`src/rtl/led_blink_arbiter_if.sv`:
```
// Request/grant bundle between the LED requesters and led_blink_arbiter.
// master: requester side (drives req, colour, count); slave: the arbiter.
interface led_blink_arbiter_if #(
    parameter int NUM_REQ = 4,
    parameter int ID_W    = 2
) ();
    logic [NUM_REQ-1:0]   req;
    logic [3*NUM_REQ-1:0] req_color;
    logic [4*NUM_REQ-1:0] req_count;
    logic [NUM_REQ-1:0]   gnt;
    logic                 done;
    logic [ID_W-1:0]      done_id;
    logic                 busy;

    modport master (
        output req, req_color, req_count,
        input  gnt, done, done_id, busy
    );

    modport slave (
        input  req, req_color, req_count,
        output gnt, done, done_id, busy
    );
endinterface

```
`src/rtl/led_blink_arbiter.sv`:
```
// led_blink_arbiter: shares the RGB LED between NUM_REQ requesters.
// One requester is granted at a time; its colour blinks req_count times
// (ON and OFF phases of HALF_PERIOD cycles each), completion is pulsed on
// done/done_id, then the LED stays dark for GAP_CYCLES before the next grant.
// Define LED_ARB_ROUND_ROBIN_EN for round-robin arbitration; otherwise the
// lowest-index request wins (fixed priority).
module led_blink_arbiter #(
    parameter int NUM_REQ     = 4,
    parameter int CNT_W       = 24,
    parameter int HALF_PERIOD = 4000000,
    parameter int GAP_CYCLES  = 8000000,
    parameter int ID_W        = 2
) (
    input  logic              clk,
    input  logic              rst_n,
    led_blink_arbiter_if.slave bus,
    output logic              redled,
    output logic              greenled,
    output logic              blueled
);

    typedef enum logic [1:0] {
        ST_IDLE,
        ST_ON,
        ST_OFF,
        ST_GAP
    } state_t;

    localparam logic [CNT_W-1:0] HALF_LAST = CNT_W'(HALF_PERIOD - 1);
    // A zero-length gap still spends a single cycle in GAP.
    localparam logic [CNT_W-1:0] GAP_LAST  = CNT_W'((GAP_CYCLES == 0) ? 0 : GAP_CYCLES - 1);

    // Per-requester views of the packed colour/count buses.
    logic [2:0] color_arr [NUM_REQ];
    logic [3:0] count_arr [NUM_REQ];

    genvar gi;
    generate
        for (gi = 0; gi < NUM_REQ; gi++) begin : g_slice
            assign color_arr[gi] = bus.req_color[3*gi +: 3];
            assign count_arr[gi] = bus.req_count[4*gi +: 4];
        end
    endgenerate

    state_t             state_q, state_d;
    logic [CNT_W-1:0]   cnt_q, cnt_d;
    logic [3:0]         rem_q, rem_d;
    logic [2:0]         color_q, color_d;
    logic [ID_W-1:0]    id_q, id_d;
    logic [NUM_REQ-1:0] gnt_q, gnt_d;
    logic               done_q, done_d;
    logic [ID_W-1:0]    done_id_q, done_id_d;
    logic               busy_q, busy_d;
    logic [2:0]         led_q, led_d;

    logic               win_valid;
    logic [ID_W-1:0]    win_idx;

`ifdef LED_ARB_ROUND_ROBIN_EN
    logic [ID_W-1:0]    ptr_q, ptr_d;
    int                 rr_pos;
    logic [ID_W-1:0]    rr_idx;

    // Round-robin: first asserted request at or after the pointer, wrapping.
    always_comb begin
        win_valid = 1'b0;
        win_idx   = '0;
        rr_pos    = 0;
        rr_idx    = '0;
        for (int i = 0; i < NUM_REQ; i++) begin
            rr_pos = int'(ptr_q) + i;
            if (rr_pos >= NUM_REQ) begin
                rr_pos = rr_pos - NUM_REQ;
            end
            rr_idx = ID_W'(rr_pos);
            if (!win_valid && bus.req[rr_idx]) begin
                win_valid = 1'b1;
                win_idx   = rr_idx;
            end
        end
    end
`else
    // Fixed priority: the lowest asserted index wins.
    always_comb begin
        win_valid = 1'b0;
        win_idx   = '0;
        for (int i = 0; i < NUM_REQ; i++) begin
            if (!win_valid && bus.req[ID_W'(i)]) begin
                win_valid = 1'b1;
                win_idx   = ID_W'(i);
            end
        end
    end
`endif

    // Next-state logic for the grant / blink / gap sequencer.
    always_comb begin
        state_d   = state_q;
        cnt_d     = cnt_q;
        rem_d     = rem_q;
        color_d   = color_q;
        id_d      = id_q;
        gnt_d     = '0;
        done_d    = 1'b0;
        done_id_d = done_id_q;
`ifdef LED_ARB_ROUND_ROBIN_EN
        ptr_d     = ptr_q;
`endif
        case (state_q)
            ST_IDLE: begin
                if (win_valid) begin
                    gnt_d[win_idx] = 1'b1;
                    color_d        = color_arr[win_idx];
                    rem_d          = count_arr[win_idx];
                    id_d           = win_idx;
                    cnt_d          = '0;
`ifdef LED_ARB_ROUND_ROBIN_EN
                    ptr_d = (win_idx == ID_W'(NUM_REQ - 1)) ? '0 : win_idx + 1'b1;
`endif
                    // A zero-count request completes in its grant cycle.
                    if (count_arr[win_idx] == 4'd0) begin
                        state_d   = ST_GAP;
                        done_d    = 1'b1;
                        done_id_d = win_idx;
                    end else begin
                        state_d = ST_ON;
                    end
                end
            end
            ST_ON: begin
                if (cnt_q == HALF_LAST) begin
                    cnt_d   = '0;
                    state_d = ST_OFF;
                end else begin
                    cnt_d = cnt_q + 1'b1;
                end
            end
            ST_OFF: begin
                if (cnt_q == HALF_LAST) begin
                    cnt_d = '0;
                    rem_d = rem_q - 1'b1;
                    if (rem_q == 4'd1) begin
                        state_d   = ST_GAP;
                        done_d    = 1'b1;
                        done_id_d = id_q;
                    end else begin
                        state_d = ST_ON;
                    end
                end else begin
                    cnt_d = cnt_q + 1'b1;
                end
            end
            ST_GAP: begin
                if (cnt_q == GAP_LAST) begin
                    cnt_d   = '0;
                    state_d = ST_IDLE;
                end else begin
                    cnt_d = cnt_q + 1'b1;
                end
            end
            default: begin
                state_d = ST_IDLE;
                cnt_d   = '0;
            end
        endcase
    end

    // Outputs follow the next state so they are registered with it.
    always_comb begin
        busy_d = (state_d != ST_IDLE);
        led_d  = (state_d == ST_ON) ? color_d : 3'b000;
    end

    // State and output registers; reset drops LEDs and busy immediately.
    always_ff @(posedge clk or negedge rst_n) begin
        if (!rst_n) begin
            state_q   <= ST_IDLE;
            cnt_q     <= '0;
            rem_q     <= '0;
            color_q   <= '0;
            id_q      <= '0;
            gnt_q     <= '0;
            done_q    <= 1'b0;
            done_id_q <= '0;
            busy_q    <= 1'b0;
            led_q     <= '0;
`ifdef LED_ARB_ROUND_ROBIN_EN
            ptr_q     <= '0;
`endif
        end else begin
            state_q   <= state_d;
            cnt_q     <= cnt_d;
            rem_q     <= rem_d;
            color_q   <= color_d;
            id_q      <= id_d;
            gnt_q     <= gnt_d;
            done_q    <= done_d;
            done_id_q <= done_id_d;
            busy_q    <= busy_d;
            led_q     <= led_d;
`ifdef LED_ARB_ROUND_ROBIN_EN
            ptr_q     <= ptr_d;
`endif
        end
    end

    assign bus.gnt     = gnt_q;
    assign bus.done    = done_q;
    assign bus.done_id = done_id_q;
    assign bus.busy    = busy_q;
    assign redled      = led_q[2];
    assign greenled    = led_q[1];
    assign blueled     = led_q[0];

endmodule

```
`src/flat_wrapper.sv`:
```
// flat-port wrapper written by rule: the top's interface ports become plain ports
module led_blink_arbiter_flat 
#(
    parameter int NUM_REQ     = 4,
    parameter int CNT_W       = 24,
    parameter int HALF_PERIOD = 4000000,
    parameter int GAP_CYCLES  = 8000000,
    parameter int ID_W        = 2
)
  (clk, rst_n, redled, greenled, blueled, bus_req, bus_req_color, bus_req_count, bus_gnt, bus_done, bus_done_id, bus_busy);
  led_blink_arbiter_if #(.NUM_REQ(NUM_REQ), .ID_W(ID_W)) bus_i ();
  input  logic clk;
  input  logic rst_n;
  output logic redled;
  output logic greenled;
  output logic blueled;
  input wire logic [$bits(bus_i.req)-1:0] bus_req;
  input wire logic [$bits(bus_i.req_color)-1:0] bus_req_color;
  input wire logic [$bits(bus_i.req_count)-1:0] bus_req_count;
  output wire logic [$bits(bus_i.gnt)-1:0] bus_gnt;
  output wire logic [$bits(bus_i.done)-1:0] bus_done;
  output wire logic [$bits(bus_i.done_id)-1:0] bus_done_id;
  output wire logic [$bits(bus_i.busy)-1:0] bus_busy;
  assign bus_i.req = bus_req;
  assign bus_i.req_color = bus_req_color;
  assign bus_i.req_count = bus_req_count;
  assign bus_gnt = bus_i.gnt;
  assign bus_done = bus_i.done;
  assign bus_done_id = bus_i.done_id;
  assign bus_busy = bus_i.busy;
  led_blink_arbiter #(.NUM_REQ(NUM_REQ), .CNT_W(CNT_W), .HALF_PERIOD(HALF_PERIOD), .GAP_CYCLES(GAP_CYCLES), .ID_W(ID_W)) u_core (.clk(clk), .rst_n(rst_n), .bus(bus_i), .redled(redled), .greenled(greenled), .blueled(blueled));
endmodule
```
`config.mk`:
```
export PLATFORM = sky130hd
export DESIGN_NAME = led_blink_arbiter_flat
export DESIGN_NICKNAME = d
export VERILOG_FILES = /design/src/rtl/led_blink_arbiter_if.sv /design/src/rtl/led_blink_arbiter.sv /design/src/flat_wrapper.sv
export SDC_FILE = /design/constraint.sdc
export NUM_CORES = 1
export LEC_CHECK = 0
export CORE_UTILIZATION = 55
export DETAILED_ROUTE_END_ITERATION = 7
export GPL_ROUTABILITY_DRIVEN = 0
export PLACE_DENSITY = 0.94
export SLEW_MARGIN = 20
export SYNTH_ARGS = -nofsm -noshare
export SYNTH_HDL_FRONTEND = slang
export SYNTH_SLANG_ARGS = --single-unit
```
`constraint.sdc`:
```
create_clock -name clk -period 3.9 [get_ports clk]
set_clock_uncertainty 0.05 [all_clocks]
set_input_delay 0.78 -clock clk [delete_from_list [all_inputs] [get_ports clk]]
set_output_delay 0.78 -clock clk [all_outputs]
set_load 0.03 [all_outputs]
```
==> results of run 1 <==
## per-layer routing
layer  share of wire (%)  wire, microns  GRT usage (%)
met3                 5.1            306           5.09
met2                  49           2970           42.2
met1                  43           2590           35.8
met4                 2.3            141           10.0
met5                   0              0              0
## cell usage in the layout (no fill, tap or decap), types with 5 or more instances in the layout
cell type / count
a21oi_1: 8
a221o_1: 6
clkbuf_8: 6
clkdlybuf4s50_1: 24
dfrtp_1: 42
ha_1: 8
inv_1: 11
nand2_1: 24
nand2b_1: 5
nand3_1: 16
nand4_1: 8
nor2_1: 38
nor2b_1: 5
nor3_1: 8
o21ai_0: 14
o22ai_1: 5
xnor2_1: 7
## metrics by stage
stage | hold slack [ns] | std cells
detailed placement | 0.455 | 347
finish | 0.468 | 355
floorplan | 0.423 | 282
CTS | 0.473 | 355
global route | 0.511 | 355
global placement | 0.446 | 347
## power groups by stage
| stage | clock [mW] | combinational (mW) | sequential [mW] |
|---|---|---|---|
| 2_1_floorplan | 0 | 0.0158 | 0.446 |
| 3_3_place_gp | 0 | 0.0419 | 0.446 |
| 3_5_place_dp | 0 | 0.0430 | 0.446 |
| 4_1_cts | 0.434 | 0.0432 | 0.437 |
| 5_1_grt | 0.455 | 0.0470 | 0.437 |
| 6_report | 0.431 | 0.0428 | 0.437 |
## worst reg2reg max path, delay by kind of cell (launching register included)
kind | cells | cell delay, ns
compound gates | 1 | 0.26
flops | 1 | 0.47
simple gates | 5 | 1.86
## registers in the layout, indices dropped and copies added (netlist names)
signal and cells:
u_core.id_q 1, u_core.color_q 3, u_core.state_q 2, u_core.bus.done 1
u_core.bus.gnt 2, u_core.led_q 3, u_core.rem_q 4, u_core.bus.done_id 1
u_core.cnt_q 24, u_core.bus.busy 1
## cells by family after synthesis
logic type | after synthesis
compound gates | 58
flops | 42
mux | 5
fa+ha+maj | 8
xor+xnor | 11
other cells | 1
buf+inv | 25
simple gates | 130
## Yosys cell counts (all sizes together), types with 6 or more instances
cell,number
a21oi,8
a221o,6
buf,7
clkbuf,7
dfrtp,42
ha,8
inv,11
nand2,24
nand3,16
nand4,8
nor2,38
nor3,8
o21ai,15
xnor2,7
## worst max path at each step
stage,endpoint,slack [ns],from
floorplan,u_core.cnt_q[22],1.58,u_core.cnt_q[8]
global placement,u_core.cnt_q[21],0.90,bus_req[1]
detailed placement,u_core.cnt_q[21],0.82,bus_req[1]
CTS,u_core.cnt_q[21],1.12,bus_req[1]
global route,u_core.cnt_q[21],0.90,bus_req[1]
finish,u_core.cnt_q[21],1.08,bus_req[1]
## layout make-up
type,count,share of cell area [%]
clock buffer,6,2.83
clock inverter,2,2.06
inverter,11,1.42
multi-input combinational,215,46.5
sequential,42,36.0
tap,52,2.23
timing repair buffer,27,8.92
==> results, run 1 <==
- The run finished with clean final reports.
- The number of setup buffers added after CTS is 0.
- Walking the worst path, the cells encountered are clkdlybuf4s50_1 -> nor3b_2 -> nor4_1 -> nand3_1 -> nor3_1 -> xnor2_1 -> nor2_1.
- The area growth from synthesis to layout is 15.7%.
- The multi-input gate area in the final layout is 1360 sq um.
- The endpoint of the lowest-slack register-to-register path is u_core.cnt_q[7].
- The post-place setup slack is between 0.8 and 0.9 ns.
- The largest driver fanout on the critical path is 10.
- The leakage power is about 1.2 nW.
- On the critical path, the stage with the largest delay is an instance of clkdlybuf4s50_1.
- STA classifies the critical path endpoint as a register.
- The routed design could run at a clock period as short as around 2.8 ns.
- The proportion of synthesized area in mux cells is 2.08%.
- Max-cap violations in this run came to 0.
- The post-synthesis sequential area ratio is 41.7%.
- The die area is 4860 sq um.
- The floorplan die width is approximately 70 microns.
- The logic depth of the worst register-to-register path is 6.
- The via count of the first global-routing pass is 2204.
- The minimum setup slack among reg-to-reg paths is around 1.1 ns.
- Setup repair after global routing left no endpoint under its margin.
- The I/O pin count is 45.
- The synthesized area divided by synthesized cell count is around 9 sq um.
- Counting both buffers and inverters, the worst setup path holds a total of 1.
- The internal portion of the total power is 728 uW.
- The number of pins with negative max-slew slack in the final report was 0.
- The hold buffer count at cts is 0.
- The filler cells instantiated in the layout total approximately 330.
- The count of H-tree levels built during CTS is 2.
- The repair_antennas step left the layout with diodes totalling 0.
- The final instance area is around 3000 sq um.
- The dominant combinational cell family by area after synthesis is simple AND/OR/NAND/NOR gates.
- The worst hold path was traced through 2 stages.
- The final count of hold timing violations is 0.
- After synthesis, the cell types taking the most area are dfrtp_1 (42%), nor2_1 (5.7%), ha_1 (4.0%).
- TritonCTS built the clock tree.
- Of the total power, combinational logic draws under 10%.
- For the pin with the worst max-slew slack, the measured transition is about 0.95 ns.
- The final clock period utilization by the worst path is just over 70%.
- The power per cell area is around 310 nW/um^2.
- The most frequently used flop master after synthesis is dfrtp_1.
- The synthesized design contains 0 enable-type register cells.
- The min-delay analysis places its worst path in the category reg2reg.
- The count of routing violations after the opening detailed-route iteration is 240.
- The clock-pin slew on the worst setup and hold paths is around 0.080 ns.
- The leading area contributor after synthesis is dfrtp_1.
- The final net count is roughly 340.
- Across every metal layer, demand over resource in global routing totals a little over a quarter.
- The worst setup path is launched from an input pin.
- Cells fill around two thirds of the core in the end.
- The number of remaining DRC errors is 0.
- The hold-critical path endpoint is u_core.id_q[0].
- The post-route total power is 911 uW.
- The number of clock sinks seen by CTS is 42.
- The critical path in this run is classified as in2reg.
- The placement-stage cell area is around 2800 sq um.
- The mean number of vias per cell is around 6.4.
- The gate count after technology mapping is 280.
- The setup slack of the critical path after layout is between 1 and 1.5 ns.
- VDD sags by at most 0.000252 V.
- The maximum cell stage delay along the critical path is roughly 0.66 ns.
- Registers take ~1100 sq um.
- The depth of the critical timing path with buffers and inverters included is 7.
- The wire length of the first global-routing pass is roughly 10000 microns.
- The overall overflow remaining after global route is 0.
- The via count is 2288.
- The flop and latch count out of synthesis is between 40 and 50.
- The standard cell core area is 4380 sq um.
- The adder-cell share of the synthesized area is 3.97%.
- The clock insertion delay at the later pin of the skew report is roughly 0.3 ns.
- The synthesized netlist occupies a cell area of roughly 2500 sq um.
- The die height is ~70 microns.
- The origin of the worst min-delay path is u_core.id_q[0].
- The number of different library cells used by synthesis comes to between 50 and 60.
- The total negative slack is 0 ns.
- The number of antenna violations at the first check in global routing came to 0.
- Cells with a size suffix above 1 make up 7.26% of the layout.
- The site row count is 24.
- Of the total power, the share spent switching nets is between 20% and 30%.
- The number of buffers between clock root and the deepest sink is 2.
- Summing the areas of all compound-gate instances in the mapped netlist gives about 16% of the synthesized area.
- The number of failing setup endpoints in the final timing report is 0.
- The TritonCTS buffer count is 5.
- For this run, the number of Yosys warnings is 0.
- The share of synthesized registers carrying an async set or reset is 100%.
- Data on the critical path arrives at its endpoint at just under 3 ns.
- The startpoint identified for the worst register-to-register timing path is u_core.cnt_q[8].
- The top cell family by delay on the critical path is simple AND/OR/NAND/NOR gates.
- STA puts the critical path data required time at roughly 4.0 ns.
- The number of optimization iterations in the first detailed-route pass is 5.
- The worst pin sits at a relative slew slack of between 30% and 40%.
- The detail route stage leaves a number of antenna-violating nets equal to 0.
- The relative contribution of the clock network to total power is 47.3%.
- The number of input and output port buffers inserted is 25.
- The fraction of power consumed by sequential logic is between 40% and 50%.
- The xor and xnor fraction of the mapped netlist area is about 3.8%.
- The total length of routed wires is about 6000 microns.
- The switching power total is ~180 uW.
- The average wire length per cell after detail routing is 16.9 microns.
- The cell at the root of the clock tree is clkbuf_8.
- Static timing analysis puts the maximum clock frequency at 0.355 GHz.
- The simple-gate portion of the synthesized area is a little over a quarter.
- Of the post-synthesis cell area, the dominant cell type holds roughly two fifths.
- The initial utilization of the core area, before any placement, comes to a little under three fifths.
- Once detailed placement completed, the half-perimeter wirelength came to approximately 4000 microns.
- Entering global routing, the biggest net connects 43 pins.
- Post-CTS repair changed the size of 0 cells.
No activity file was read; power rests on OpenSTA's default activity.
==> run 2, diff against run 1 <==
Settings changed: CORE_UTILIZATION 55 to 53, PLACE_DENSITY 0.94 to 0.91.
Clock period 3.9 ns to 2.7 ns, I/O delays scaled along.
==> run 2 against run 1 <==
Compared with the run above: total power rose by 45%; via count rose by 1.4%; register-to-register slack got worse by 0.89 ns; the run now ends with DRC left; routed wire length rose by 4.5%; count of clock-buffer cells in the layout did not move; sequential power rose by 44%; flip-flop and latch count did not move; design area rose by 3.6%.
==> results, run 2 (same netlist as run 1, synthesis figures left out) <==
- The placement-stage cell area came to 2880 sq um (was 2780 sq um).
- The area added between synthesis and finish is 19.9% (was 15.7%).
- The cell at the root of the clock tree is clkbuf_8 (unchanged).
- The hold buffer count at cts is 0 (unchanged).
- The number of clock sinks seen by CTS is 42 (unchanged).
- The effective utilization at floorplan is 56.3% (was 57.5%).
- The class of the tightest hold or removal check was in2async (was reg2reg).
- Commonest cells after routing, fill and taps aside: dfrtp_1 (42), nor2_1 (38), nand2_1 (24), clkdlybuf4s50_1 (24) (was dfrtp_1 (42), nor2_1 (38), nand2_1 (24), clkdlybuf4s50_1 (24), nand3_1 (16)).
- The number of buffers between clock root and the deepest sink is 2 (unchanged).
- The remaining antenna violation count after routing is 0 (unchanged).
- The flip-flop count of the largest register after layout was 24 (unchanged).
- The kind of critical path is reg2reg (was in2reg).
- The I/O pin count is 45 (unchanged).
- The via count of the first global-routing pass is 2171 (was 2204).
- The standard cell core area came to 4470 sq um (was 4380 sq um).
- The arrival time reported for the critical path endpoint is 2.59 ns (was 2.94 ns).
- The relative slew slack is 37.7% (was 36.9%).
- The total negative slack was 0 ns (unchanged).
- The mean number of vias per cell is 6.29 (was 6.45).
- The number of failing setup endpoints in the final timing report is 0 (unchanged).
- The number of fill cells is 310 (was 331).
- The overall global routing resource usage came to 26.3% (was 26.4%).
- The nature of the critical path endpoint is a register (unchanged).
- The largest driver fanout on the critical path was 11 (was 10).
- The checks that failed: DRC.
- The total of max-cap violations came to 0 (unchanged).
- The number of remaining DRC errors is 2 (was 0).
- The average wire length per cell after detail routing was 17.0 microns (was 16.9 microns).
- The maximum frequency from static timing analysis is 0.407 GHz.
- The count of H-tree levels built during CTS is 2 (unchanged).
- The total length of routed wires is 6280 microns (was 6010 microns).
- The count of buffers added by post-CTS timing repair for setup came to 0 (unchanged).
- The final non-filler cell total was 369 (was 355).
- The floorplan die width is 71.0 microns (was 69.7 microns).
- The transition at the pin with the smallest max-transition slack is 0.935 ns (was 0.946 ns).
- The number of input and output port buffers inserted is 25 (unchanged).
- The final instance area was 3020 sq um (was 2920 sq um).
- The final critical path takes up roughly 91% of the cycle.
- The final antenna diode count is 0 (unchanged).
- The number of antenna violations at the first check in global routing is 0 (unchanged).
- The clock insertion delay at the later pin of the skew report is 0.30 ns (about the same).
- The clock-pin slew on the worst setup and hold paths was 0.08 ns (about the same).
- The leakage power is 1.29 nW (was 1.22 nW).
- The final cell utilization of the core is 67.6% (was 66.6%).
- The via count is 2321 (was 2288).
- The die area is 5040 sq um (was 4860 sq um).
- The critical path data required time came to 2.84 ns (was 4.02 ns).
- The site row count is 24 (unchanged).
- The number of optimization iterations in the first detailed-route pass is 7 (was 5).
- The wire length of the first global-routing pass is 10200 microns (was 10300 microns).
- The number of gates given a new drive strength after cts was 0 (unchanged).
- The power per cell area is 437 nW/um^2 (was 312 nW/um^2).
- The die height is 71.0 microns (was 69.7 microns).
- The startpoint kind of the worst setup timing path was a register (was input pin).
- The clock tree from TritonCTS was done (unchanged).
- The TritonCTS buffer count is 5 (unchanged).
- The setup slack of the critical path after layout is 0.246 ns (was 1.08 ns).
- The maximum VDD drop was 0.000285 V (was 0.000252 V).
- The post-place setup slack came to 0.112 ns (was 0.816 ns).
- The final count of hold timing violations came to 0 (unchanged).
- Biggest registers after layout: u_core.cnt_q (24), u_core.rem_q (4) (unchanged).
- The final net count came to 358 (was 344).
- The minimum setup slack among reg-to-reg paths is 0.25 ns (was 1.14 ns).
- The number of pins with negative max-slew slack in the final report is 0 (unchanged).
- Run status: finished, violations left (was finished, final reports clean).
- The total instance count after detailed placement is 361 (was 347).
- The half-perimeter wire length after detailed placement is 4410 microns (was 3980 microns).
- The pin count of the biggest net entering global routing is 43 (unchanged).
- The fraction of final layout cells sized beyond drive strength 1 is 11.4% (was 7.26%).
- The count of routing violations after the opening detailed-route iteration was 245 (was 240).
- The overall overflow remaining after global route is 0 (unchanged).
- The register with the most flip-flops is u_core.cnt_q (unchanged).
- The final critical path time including I/O delays and setup is 2.45 ns.
- Unrepaired setup endpoints after global routing: false (unchanged).
- The most common cell after layout, fill and taps aside was dfrtp_1 (unchanged).
[run 2: cell count changes in the layout (fill, tap and decap cells not counted), sizes merged]
cell  before  now
buf        3   17
[run 2: path summary, 6_finish.rpt]
path / start / end / cells after the start
setup reg to reg: u_core.cnt_q[0] / u_core.cnt_q[18] / 7
hold / removal: rst_n / u_core.cnt_q[6] / 1
max in group asynchronous: rst_n / u_core.color_q[1] / 1
min in group clk: u_core.cnt_q[1] / u_core.cnt_q[1] / 2
hold reg to reg: u_core.cnt_q[1] / u_core.cnt_q[1] / 2
setup / recovery: u_core.cnt_q[0] / u_core.cnt_q[18] / 7
[run 2: cell type report]
cell class	count	area (sq um)	share of cell area, %
clock inverters	2	60.1	1.99
clock buffers	6	82.6	2.73
multi-input cells	215	1360	44.9
inverters	11	41.3	1.37
well taps	52	65.1	2.15
repair buffers	41	365	12.1
flip-flops and latches	42	1050	34.8
[run 2: worst max-delay path: stages, from the launching register on]
cell	delay, ns
dfrtp_1	0.40
ha_1	0.20
nand3_1	0.11
or2_2	0.34
o311ai_0	0.43
o31a_4	0.30
nor2_1	0.17
a221o_1	0.33
[run 2: stage by stage]
stage	hold WS (ns)	total power, mW
after detailed placement	0.451	0.708
final	0.324	1.32
after floorplan	0.194	0.667
after CTS	0.359	1.32
after global placement	0.443	0.706
after global routing	0.410	1.36
[run 2: where the power goes]
group / switching (mW) / total, mW / internal (mW)
clock network: 0.229 / 0.624 / 0.394
registers: 0.00121 / 0.631 / 0.630
logic: 0.0356 / 0.0648 / 0.0292
[run 2: per-layer routing]
| metal | global-route usage, % | share of wire [%] |
|---|---|---|
| met1 | 34.4 | 41 |
| met2 | 43.4 | 50 |
| met3 | 5.13 | 6.2 |
| met4 | 10.2 | 2.5 |
| met5 | 0 | 0 |
